$ cat src/rtl/inst_decode_stage_pkg.sv
// Shared decode types: opcodes, immediate formats, decoded bundle.
// Legal funct3/funct7 values and the legality/field helpers live here too.
package corePckg;

  localparam int cRegSelBitW = 5;

  typedef enum logic [6:0] {
    OPC_LOAD   = 7'b0000011,
    OPC_FENCE  = 7'b0001111,
    OPC_OP_IMM = 7'b0010011,
    OPC_AUIPC  = 7'b0010111,
    OPC_STORE  = 7'b0100011,
    OPC_OP     = 7'b0110011,
    OPC_LUI    = 7'b0110111,
    OPC_BRANCH = 7'b1100011,
    OPC_JALR   = 7'b1100111,
    OPC_JAL    = 7'b1101111,
    OPC_SYSTEM = 7'b1110011
  } tOpcodeEnum;

  typedef enum logic [2:0] {
    IMM_NONE,
    IMM_I,
    IMM_S,
    IMM_B,
    IMM_U,
    IMM_J
  } tImmFmt;

  localparam logic [2:0] cF3Add  = 3'b000;
  localparam logic [2:0] cF3Sl   = 3'b001;
  localparam logic [2:0] cF3Sr   = 3'b101;
  localparam logic [6:0] cF7Base = 7'b0000000;
  localparam logic [6:0] cF7Alt  = 7'b0100000;

  typedef struct packed {
    logic [cRegSelBitW-1:0] sel;
    logic                   v;
  } tRegSel;

  typedef struct packed {
    logic [2:0] val;
    logic       v;
  } tFunct3;

  typedef struct packed {
    logic [6:0] val;
    logic       v;
  } tFunct7;

  typedef struct packed {
    logic [31:0] d;
    logic        dv;
  } tImm;

  typedef struct packed {
    logic [6:0] opcode;
    tRegSel     rs1;
    tRegSel     rs2;
    tRegSel     rd;
    tFunct3     funct3;
    tFunct7     funct7;
    tImm        imm;
  } tDecodedInst;

  function automatic tImmFmt dec_fmt(
    input logic [6:0] op
  );
    tImmFmt f;
    f = IMM_NONE;
    unique case (1'b1)
      op == OPC_LOAD,
      op == OPC_OP_IMM,
      op == OPC_JALR:   f = IMM_I;
      op == OPC_STORE:  f = IMM_S;
      op == OPC_BRANCH: f = IMM_B;
      op == OPC_LUI,
      op == OPC_AUIPC:  f = IMM_U;
      op == OPC_JAL:    f = IMM_J;
      default:          f = IMM_NONE;
    endcase
    return f;
  endfunction

  function automatic tDecodedInst dec_fields(
    input logic [31:0] inst
  );
    tDecodedInst d;
    logic [6:0]  op;
    logic        urd, ur1, ur2, uf3, uf7;
    op = inst[6:0];
    d  = '0;
    d.opcode = op;
    {urd, ur1, ur2, uf3, uf7} = '0;
    unique case (1'b1)
      op == OPC_LUI,
      op == OPC_AUIPC,
      op == OPC_JAL:    urd = 1'b1;
      op == OPC_JALR,
      op == OPC_LOAD,
      op == OPC_OP_IMM: {urd, ur1, uf3} = '1;
      op == OPC_BRANCH,
      op == OPC_STORE:  {ur1, ur2, uf3} = '1;
      op == OPC_OP:     {urd, ur1, ur2, uf3, uf7} = '1;
      default:          urd = 1'b0;
    endcase
    if (urd) d.rd     = {inst[11:7], 1'b1};
    if (ur1) d.rs1    = {inst[19:15], 1'b1};
    if (ur2) d.rs2    = {inst[24:20], 1'b1};
    if (uf3) d.funct3 = {inst[14:12], 1'b1};
    if (uf7) d.funct7 = {inst[31:25], 1'b1};
    return d;
  endfunction

  function automatic logic is_illegal(
    input logic [31:0] inst
  );
    logic [6:0] op, f7;
    logic [2:0] f3;
    logic       bad;
    op  = inst[6:0];
    f3  = inst[14:12];
    f7  = inst[31:25];
    bad = 1'b0;
    unique case (1'b1)
      op == OPC_LOAD:
        bad = f3 inside {3'b011, 3'b110, 3'b111};
      op == OPC_STORE:  bad = f3 >= 3'b011;
      op == OPC_BRANCH: bad = f3 inside {3'b010, 3'b011};
      op == OPC_JALR:   bad = f3 != cF3Add;
      op == OPC_OP:
        bad = !(f7 == cF7Base ||
                (f7 == cF7Alt &&
                 (f3 == cF3Add || f3 == cF3Sr)));
      op == OPC_OP_IMM:
        bad = (f3 == cF3Sl && f7 != cF7Base) ||
              (f3 == cF3Sr && f7 != cF7Base &&
               f7 != cF7Alt);
      op == OPC_LUI,
      op == OPC_AUIPC,
      op == OPC_JAL,
      op == OPC_FENCE,
      op == OPC_SYSTEM: bad = 1'b0;
      default:          bad = 1'b1;
    endcase
    return bad || (inst[1:0] != 2'b11);
  endfunction

endpackage

$ cat src/rtl/inst_decode_stage_if.sv
// Fetch-side and consumer-side handshake bundle of the decode stage.
// slave is the stage's view, master the surrounding pipeline's.
interface inst_decode_stage_if;
  import corePckg::*;

  logic        iValid;
  logic        oReady;
  logic [31:0] iInst;
  logic [31:0] iPc;
  logic        iFlush;
  logic        oValid;
  logic        iReady;
  tDecodedInst oDecoded;
  logic [31:0] oPc;
  logic        oIllegal;

  modport slave (
    input  iValid, iInst, iPc, iFlush, iReady,
    output oReady, oValid, oDecoded, oPc, oIllegal
  );

  modport master (
    output iValid, iInst, iPc, iFlush, iReady,
    input  oReady, oValid, oDecoded, oPc, oIllegal
  );

endinterface

$ cat src/rtl/inst_decode_stage_imm_gen.sv
// RV32I immediate extraction and sign extension for one format.
// Opcode bits are not needed, so only inst[31:7] comes in.
module imm_gen
  import corePckg::*;
(
  input  logic [31:7] inst,
  input  tImmFmt      fmt,
  output logic [31:0] imm
);

  always_comb begin
    imm = '0;
    unique case (fmt)
      IMM_I: imm = {{20{inst[31]}}, inst[31:20]};
      IMM_S: imm = {{20{inst[31]}},
                    inst[31:25], inst[11:7]};
      IMM_B: imm = {{19{inst[31]}}, inst[31],
                    inst[7], inst[30:25],
                    inst[11:8], 1'b0};
      IMM_U: imm = {inst[31:12], 12'b0};
      IMM_J: imm = {{11{inst[31]}}, inst[31],
                    inst[19:12], inst[20],
                    inst[30:21], 1'b0};
      default: imm = '0;
    endcase
  end

endmodule

$ cat src/rtl/inst_decode_stage.sv
// RV32I decode pipeline with 1 or 2 elastic register stages.
// Fields decode up front; immediate and legality feed the output register.
module inst_decode_stage
  import corePckg::*;
#(
  parameter int cStages     = 2,
  parameter bit cChkIllegal = 1
) (
  input logic                iClk,
  input logic                iRst,
  inst_decode_stage_if.slave bus
);

  logic        ov, oill;
  logic [31:0] opc;
  tDecodedInst odec;

  logic        inRdy, canLoad, lastLoad;
  logic        lstVld;
  logic [31:0] lstInst, lstPc;
  tDecodedInst lstDec;
  tImmFmt      lstFmt;

  logic        nxtIll;
  logic [31:0] nxtImm;
  tDecodedInst nxtDec;

  assign canLoad  = !ov || bus.iReady;
  assign lastLoad = lstVld && canLoad;

  if (cStages == 2) begin : g_two
    logic        s1v;
    logic [31:0] s1inst, s1pc;
    tDecodedInst s1dec;
    tImmFmt      s1fmt;
    logic        inXfer;

    assign inXfer = bus.iValid && inRdy;
    assign inRdy  = !s1v || canLoad;

    always_ff @(posedge iClk) begin
      if (!iRst) begin
        s1v    <= 1'b0;
        s1inst <= '0;
        s1pc   <= '0;
        s1dec  <= '0;
        s1fmt  <= IMM_NONE;
      end else begin
        if (bus.iFlush)   s1v <= 1'b0;
        else if (inXfer)  s1v <= 1'b1;
        else if (canLoad) s1v <= 1'b0;
        if (inXfer) begin
          s1inst <= bus.iInst;
          s1pc   <= bus.iPc;
          s1dec  <= dec_fields(bus.iInst);
          s1fmt  <= dec_fmt(bus.iInst[6:0]);
        end
      end
    end

    assign lstVld  = s1v;
    assign lstInst = s1inst;
    assign lstPc   = s1pc;
    assign lstDec  = s1dec;
    assign lstFmt  = s1fmt;
  end else begin : g_one
    assign inRdy   = canLoad;
    assign lstVld  = bus.iValid;
    assign lstInst = bus.iInst;
    assign lstPc   = bus.iPc;
    assign lstDec  = dec_fields(bus.iInst);
    assign lstFmt  = dec_fmt(bus.iInst[6:0]);
  end

  imm_gen u_imm (
    .inst (lstInst[31:7]),
    .fmt  (lstFmt),
    .imm  (nxtImm)
  );

  assign nxtIll = cChkIllegal ?
                  is_illegal(lstInst) : 1'b0;

  // Illegal entries keep only the opcode
  always_comb begin
    nxtDec     = lstDec;
    nxtDec.imm = {nxtImm, lstFmt != IMM_NONE};
    if (nxtIll) begin
      nxtDec        = '0;
      nxtDec.opcode = lstInst[6:0];
    end
  end

  always_ff @(posedge iClk) begin
    if (!iRst) begin
      ov   <= 1'b0;
      odec <= '0;
      opc  <= '0;
      oill <= 1'b0;
    end else begin
      if (bus.iFlush)        ov <= 1'b0;
      else if (lastLoad)     ov <= 1'b1;
      else if (bus.iReady)   ov <= 1'b0;
      if (lastLoad) begin
        odec <= nxtDec;
        opc  <= lstPc;
        oill <= nxtIll;
      end
    end
  end

  assign bus.oReady   = inRdy;
  assign bus.oValid   = ov;
  assign bus.oDecoded = odec;
  assign bus.oPc      = opc;
  assign bus.oIllegal = oill;

endmodule

$ cat src/flat_wrapper.sv
// flat-port wrapper written by rule: the top's interface ports become plain ports
module inst_decode_stage_flat import corePckg::*;
#(
  parameter int cStages     = 2,
  parameter bit cChkIllegal = 1
)
  (iClk, iRst, bus_iValid, bus_iInst, bus_iPc, bus_iFlush, bus_iReady, bus_oReady, bus_oValid, bus_oDecoded, bus_oPc, bus_oIllegal);
  inst_decode_stage_if bus_i ();
  input logic iClk;
  input logic iRst;
  input wire logic [$bits(bus_i.iValid)-1:0] bus_iValid;
  input wire logic [$bits(bus_i.iInst)-1:0] bus_iInst;
  input wire logic [$bits(bus_i.iPc)-1:0] bus_iPc;
  input wire logic [$bits(bus_i.iFlush)-1:0] bus_iFlush;
  input wire logic [$bits(bus_i.iReady)-1:0] bus_iReady;
  output wire logic [$bits(bus_i.oReady)-1:0] bus_oReady;
  output wire logic [$bits(bus_i.oValid)-1:0] bus_oValid;
  output wire logic [$bits(bus_i.oDecoded)-1:0] bus_oDecoded;
  output wire logic [$bits(bus_i.oPc)-1:0] bus_oPc;
  output wire logic [$bits(bus_i.oIllegal)-1:0] bus_oIllegal;
  assign bus_i.iValid = bus_iValid;
  assign bus_i.iInst = bus_iInst;
  assign bus_i.iPc = bus_iPc;
  assign bus_i.iFlush = bus_iFlush;
  assign bus_i.iReady = bus_iReady;
  assign bus_oReady = bus_i.oReady;
  assign bus_oValid = bus_i.oValid;
  assign bus_oDecoded = bus_i.oDecoded;
  assign bus_oPc = bus_i.oPc;
  assign bus_oIllegal = bus_i.oIllegal;
  inst_decode_stage #(.cStages(cStages), .cChkIllegal(cChkIllegal)) u_core (.iClk(iClk), .iRst(iRst), .bus(bus_i));
endmodule
$ cat config.mk
export PLATFORM = sky130hd
export DESIGN_NAME = inst_decode_stage_flat
export DESIGN_NICKNAME = d
export VERILOG_FILES = /design/src/rtl/inst_decode_stage_pkg.sv /design/src/rtl/inst_decode_stage_if.sv /design/src/rtl/inst_decode_stage_imm_gen.sv /design/src/rtl/inst_decode_stage.sv /design/src/flat_wrapper.sv
export SDC_FILE = /design/constraint.sdc
export NUM_CORES = 1
export LEC_CHECK = 0
export BUFFER_PORTS_ARGS = -buffer_cell sky130_fd_sc_hd__buf_2
export CAP_MARGIN = 15
export CORE_MARGIN = 4
export CORE_UTILIZATION = 25
export DETAILED_ROUTE_END_ITERATION = 10
export GPL_TIMING_DRIVEN = 0
export SLEW_MARGIN = 20
export SYNTH_ARGS = -nofsm -noshare
export SYNTH_HDL_FRONTEND = slang
export SYNTH_SLANG_ARGS = --single-unit
$ cat constraint.sdc
create_clock -name iClk -period 2 [get_ports iClk]
set_clock_uncertainty 0.05 [all_clocks]
set_input_delay 0.1 -clock iClk [delete_from_list [all_inputs] [get_ports iClk]]
set_output_delay 0.1 -clock iClk [all_outputs]
set_load 0.02 [all_outputs]
==> metrics, run 1 <==
CP Max Fanout 8; Lkg Pwr between 0.004 and 0.005 uW; Remaining DRCs 0; post-synthesis cell count 844; ratio of cells with drive above 1 in the final layout 0.2352; status finished with violations; Final ANT Viol Nets 0; gr ovfl total 0; DP Area between 8000 and 9000 sq um; first-pass GRT wire length around 38,000 um; library cells used by synthesis 43; TritonCTS clock tree done; ys flop type dfxtp_1; final worst-path cycle share 1.142; synthesized flop and latch total 200; Seq/Total Area, Yosys 0.5347; Worst-Margin Slew 809.9 ps; max-slew violation count 0; Setup-failing EPs final between 60 and 70; failing checks setup timing; CTS buffer count 17; DRT Pass-1 Iters 5; kind of critical path flop to flop; Bufs and invs on worst path 1; Yosys top cell area share 0.5347; RSZ-0062 raised after global routing true; Synth Warn # 0; DIE AREA around 33,000 sq um; CTS H-tree lvls 4; buffers added on ports around 170; P per Cell Area between 700 and 800 nW/um^2; FFs w/ async S/R, synth 0; dpl hpwl 17,970 um; setup TNS -12,660 ps; Clock transition at path regs about 70 ps; initial DRC count 416; Std-Cell Rows 63; number of flops mapped to enable cells by yosys 0; worst r2r path cells 6; Max Cap Viol 0; Slew headroom 0.4589; Critical Path Source Type flop; largest net degree at the start of global routing 17; Ports roughly 170; hold path depth 4; Routed WL per cell between 15 and 20 um; clock latency on the worst-skew pair 430 ps; final worst setup slack -284.2 ps; Die X roughly 180 um; Critical Path AT 2550 ps; synthesized area 7488 sq um; Synth area leaders dfxtp_1 53%, nand2_1 13%, a21boi_0 13%; Antenna diodes 0; RePlAce Congestion 0.8248; vias per cell around 4.5; Area growth syn-to-layout 38.30%; Syn Area/Cell 8.873 sq um; Final min period 2284 ps; delay-heaviest family, CP simple AND/OR/NAND/NOR gates; cell taking the most area after synthesis dfxtp_1; Max rail drop VDD around 550 uV; reg2reg setup slack -280 ps; Hold WC Path Type primary input to flop; commonest non-fill, non-tap cell in the layout nand2_1; CTS Buffer Depth 2; Root Driver clkbuf_16; Hold Violations, Final 0; Fmax achieved 0.4378 GHz; Post-Route WL 24,480 um; core area 29,560 sq um; Worst Path Required about 2300 ps; Critical Path Stages 6; routed via count 6,777; critical path endpoint category flop; Cell Chain, Critical Path or4b_4 > or3_4 > a31o_1 > o2111a_2 > buf_6 > a32o_1; die height approximately 180 um; Clock Sink Count 200; Total GRT Usage 0.1460; design area 10,360 sq um; initial antenna violation count 2; Mapped Nets between 900 and 1,000; CP max stage cell or4b_4; number of global-route vias before repair roughly 6,600; fin nets around 1,200; Starting Density 0.2533; delay of the slowest critical-path stage 530 ps; most frequent cells in the layout 256 x nand2_1, 192 x dfxtp_1, 176 x buf_2
-- flip-flops by register name, indices dropped and copies added (netlist names) --
signal	count
u_core.bus.oDecoded	69
u_core.g_two.s1v	1
u_core.g_two.s1inst	26
u_core.g_two.s1pc	32
u_core.g_two.s1dec	35
u_core.bus.oIllegal	1
u_core.g_two.s1fmt	3
u_core.bus.oPc	32
u_core.bus.oValid	1
-- synthesized netlist by cell type, types with 2 or more instances --
library cell and number:
a21oi_1 26, nor3b_1 2, nand3b_1 3, nor2_1 11
buf_2 4, nand2_1 257, dfxtp_1 200, a21boi_0 127
inv_1 6, a32o_1 7, clkbuf_1 55, a21o_1 8
or3_1 2, nor4_1 2, a22o_1 47, nand3_1 22
nor3_1 3, buf_1 5, and2_1 5, nor2b_1 8
nand2b_1 6, o21ai_0 16, a22oi_1 2
-- power by group --
| part | switching [uW] | internal, uW | leakage [uW] | total [uW] |
|---|---|---|---|---|
| logic | 357 | 279 | 0.00233 | 636 |
| clock network | 1520 | 1970 | 0.000289 | 3490 |
| registers | 76.2 | 4070 | 0.00163 | 4150 |
| total | 1950 | 6320 | 0.00425 | 8270 |
-- timing repair --
item,CTS,global route
pin swaps,18,3
hold endpoints to repair,91,0
hold buffers,68,0
gates cloned,3,1
setup endpoints to repair,138,125
setup buffers,7,1
resized for setup,65,12
-- cell families after synthesis --
group,count (synthesis),synth area share
flip-flops,200,0.5347
XOR/XNOR,1,0.001170
AND/OR/NAND/NOR,327,0.1823
buffers and inverters,72,0.03826
AO/OA/AOI/OAI,243,0.2421
multiplexers,1,0.001504
-- final cells by class --
| class | count | area, sq um |
|---|---|---|
| Clock buffer | 19 | 432.9 |
| Timing Repair Buffer | 251 | 1637 |
| Clock inverter | 11 | 147.6 |
| Buffer | 59 | 282.8 |
| Fill cell | 3064 | 19200 |
| Sequential cell | 200 | 4019 |
| Tap cell | 390 | 488.0 |
| Inverter | 6 | 22.52 |
| Multi-Input combinational cell | 572 | 3327 |
-- per-layer routing --
layer  global-route usage  part of all wire
met4              0.02192            0.0047
met5                    0           0.00090
met3              0.04107             0.067
met2               0.2444              0.47
met1               0.1928              0.46
-- metrics by stage --
step	hold WS (ps)	std cells	total power [uW]	setup WS, ps	util
final	99.50	1508	8272	-284.2	0.3503
after global routing	116.1	1508	8583	-313.3	0.3503
after CTS	72.92	1509	8357	-245.4	0.3498
after detailed placement	308.0	1406	4743	-677.5	0.2992
after global placement	304.0	1406	4735	-640.6	0.2990
after floorplan	177.5	844	4500	-56.69	-
-- worst min-delay path, cell delays in order --
cell	delay [ps]
buf_2	140
nor3_2	130
nand2_1	90
a21boi_0	70
-- final timing paths --
path                                          end                                 start
max           u_core.bus.oDecoded[9]$_SDFFE_PN0P_   u_core.g_two.s1dec[65]$_SDFFE_PN0P_
min           u_core.g_two.s1dec[57]$_SDFFE_PN0P_                          bus_iInst[3]
max reg2reg   u_core.bus.oDecoded[9]$_SDFFE_PN0P_   u_core.g_two.s1dec[65]$_SDFFE_PN0P_
min reg2reg  u_core.bus.oDecoded[31]$_SDFFE_PN0P_  u_core.bus.oDecoded[31]$_SDFFE_PN0P_
No activity file was read; power rests on OpenSTA's default activity.
==> run 2: changes to the inputs <==
- CELL_PAD_IN_SITES_DETAIL_PLACEMENT: unset -> 1
- CELL_PAD_IN_SITES_GLOBAL_PLACEMENT: unset -> 2
- PLACE_DENSITY_LB_ADDON: unset -> 0.1
- REMOVE_ABC_BUFFERS: unset -> 1
==> metrics, run 2 (synthesis results as in run 1) <==
buffers added on ports 173 (was 172); Area growth syn-to-layout 39.75% (was 38.30%); Std-Cell Rows 63 (unchanged); Hold Violations, Final 0 (unchanged); RePlAce Congestion 0.6990 (was 0.8248); delay of the slowest critical-path stage 470 ps (was 530 ps); worst reg2reg path startpoint u_core.g_two.s1inst[28]$_SDFFE_PN0P_ (was u_core.g_two.s1dec[65]$_SDFFE_PN0P_); Root Driver clkbuf_16 (unchanged); final worst-path cycle share 1.117 (was 1.142); Lkg Pwr 0.004257 uW (was 0.004247 uW); Final min period 2234 ps (was 2284 ps); Hold WC Path Type primary input to flop (unchanged); final worst setup slack -233.9 ps (was -284.2 ps); DP Area 8755 sq um (was 8845 sq um); design area 10,470 sq um (was 10,360 sq um); fin nets 1,142 (was 1,176); status finished with violations (unchanged); Fmax achieved 0.4477 GHz (was 0.4378 GHz); DRT Pass-1 Iters 4 (was 5); CP Max Fanout 10 (was 8); critical path endpoint category flop (unchanged); ratio of cells with drive above 1 in the final layout 0.2479 (was 0.2352); Starting Density 0.2533 (unchanged); P per Cell Area 786.7 nW/um^2 (was 798.8 nW/um^2); hold path start bus_iInst[2] (was bus_iInst[3]); dpl hpwl 15,050 um (was 17,970 um); largest net degree at the start of global routing 101 (was 17); Slew headroom 0.4029 (was 0.4589); Max Cap Viol 0 (unchanged); RSZ-0062 raised after global routing true (unchanged); CTS Buffer Depth 2 (unchanged); first-pass GRT wire length 39,970 um (was 37,850 um); Clock transition at path regs 80 ps (was 70 ps); CP max stage cell a2111oi_4 (was or4b_4); clock latency on the worst-skew pair 440 ps (was 430 ps); Final Util 0.3540 (was 0.3503); max-slew violation count 0 (unchanged); gr ovfl total 0 (unchanged); failing checks setup timing (unchanged); Max rail drop VDD 479.8 uV (was 551.7 uV); TritonCTS clock tree done (unchanged); Post-Route WL 26,240 um (was 24,480 um); Remaining DRCs 0 (unchanged); DIE AREA 32,790 sq um (unchanged); final cell count without fillers 1,475 (was 1,508); Bufs and invs on worst path 2 (was 1); Fin Hold WS 121.2 ps (was 99.50 ps); Antenna diodes 0 (unchanged); routed via count 6,680 (was 6,777); Worst-Margin Slew 895.7 ps (was 809.9 ps); delay-heaviest family, CP compound AO/OA/AOI/OAI gates (was simple AND/OR/NAND/NOR gates); Die X 181.1 um (unchanged); number of global-route vias before repair 6,907 (was 6,646); Largest register FFs 69 (unchanged); Cells after DPL 1,348 (was 1,406); Routed WL per cell 17.79 um (was 16.23 um); commonest non-fill, non-tap cell in the layout nand2_1 (unchanged); Worst Path Required 2330 ps (was 2270 ps); core area 29,560 sq um (unchanged); CTS buffer count 17 (unchanged); Setup-failing EPs final 63 (was 62); CP startpoint u_core.g_two.s1inst[28]$_SDFFE_PN0P_ (was u_core.g_two.s1dec[65]$_SDFFE_PN0P_); Critical Path Source Type flop (unchanged); CTS H-tree lvls 4 (unchanged); Cell Chain, Critical Path nor4_4 > nand3_2 > a2111oi_4 > buf_6 > o2111a_2 > buf_12 > a22o_1 (was or4b_4 > or3_4 > a31o_1 > o2111a_2 > buf_6 > a32o_1); vias per cell 4.529 (was 4.494); Total GRT Usage 0.1531 (was 0.1460); die height 181.1 um (unchanged); Final ANT Viol Nets 0 (unchanged); Critical Path AT 2560 ps (was 2550 ps); initial DRC count 219 (was 416); kind of critical path flop to flop (unchanged); Ports 174 (unchanged); Clock Sink Count 200 (unchanged); total power 8233 uW (was 8272 uW); most frequent cells in the layout 255 x nand2_1, 194 x dfxtp_1, 172 x buf_2 (was 256 x nand2_1, 192 x dfxtp_1, 176 x buf_2); initial antenna violation count 2 (unchanged)
-- run 2: final cells by class --
class | instances | area (sq um)
Timing Repair Buffer | 267 | 1898
Clock inverter | 12 | 112.6
Tap cell | 390 | 488.0
Sequential cell | 200 | 4016
Inverter | 6 | 22.52
Clock buffer | 19 | 452.9
Fill cell | 3443 | 19090
Multi-Input combinational cell | 581 | 3475
-- run 2: routing by layer --
metal  part of all wire  vias up  routed length [um]  track usage
li1                   -     3355                   -            -
met1               0.47     3187               12420       0.2014
met2               0.46      119               12140       0.2487
met3              0.056       15                1482      0.04691
met4             0.0071        4                 185      0.03422
met5            0.00057        -                  15            0
-- run 2: what timing repair did --
item,4_1_cts,5_1_grt
endpoints found under the setup margin,69,118
gates cloned,6,3
hold endpoints to repair,96,0
pin swaps,24,17
gates resized for setup,42,10
hold buffers,69,0
setup buffers,12,6
-- run 2: report_power, final --
part / internal [uW] / switching [uW]
clock: 1700 / 1720
sequential: 4070 / 70.8
combinational: 296 / 372
total: 6070 / 2160
-- run 2: worst paths after layout --
kind                                          end  slack, ps  depth (start not counted)
min reg2reg  u_core.bus.oDecoded[22]$_SDFFE_PN0P_        400                          2
max reg2reg  u_core.bus.oDecoded[60]$_SDFFE_PN0P_       -230                          7
max          u_core.bus.oDecoded[60]$_SDFFE_PN0P_       -230                          7
min            u_core.g_two.s1fmt[2]$_SDFFE_PN0P_        120                          4
-- run 2: worst min-delay path: cells and delay by family --
family	cells	cell delay (ps)
and+or+nand+nor	2	200
buffers and inverters	1	140
AOI/OAI and AO/OA	1	110
-- run 2: stage by stage --
step | setup TNS (ps) | setup slack [ps]
CTS | -10620 | -216.8
detailed placement | -52560 | -844.0
global placement | -369070 | -3146
global route | -16410 | -317.3
finish | -11690 | -233.9
floorplan | -126410 | -1236
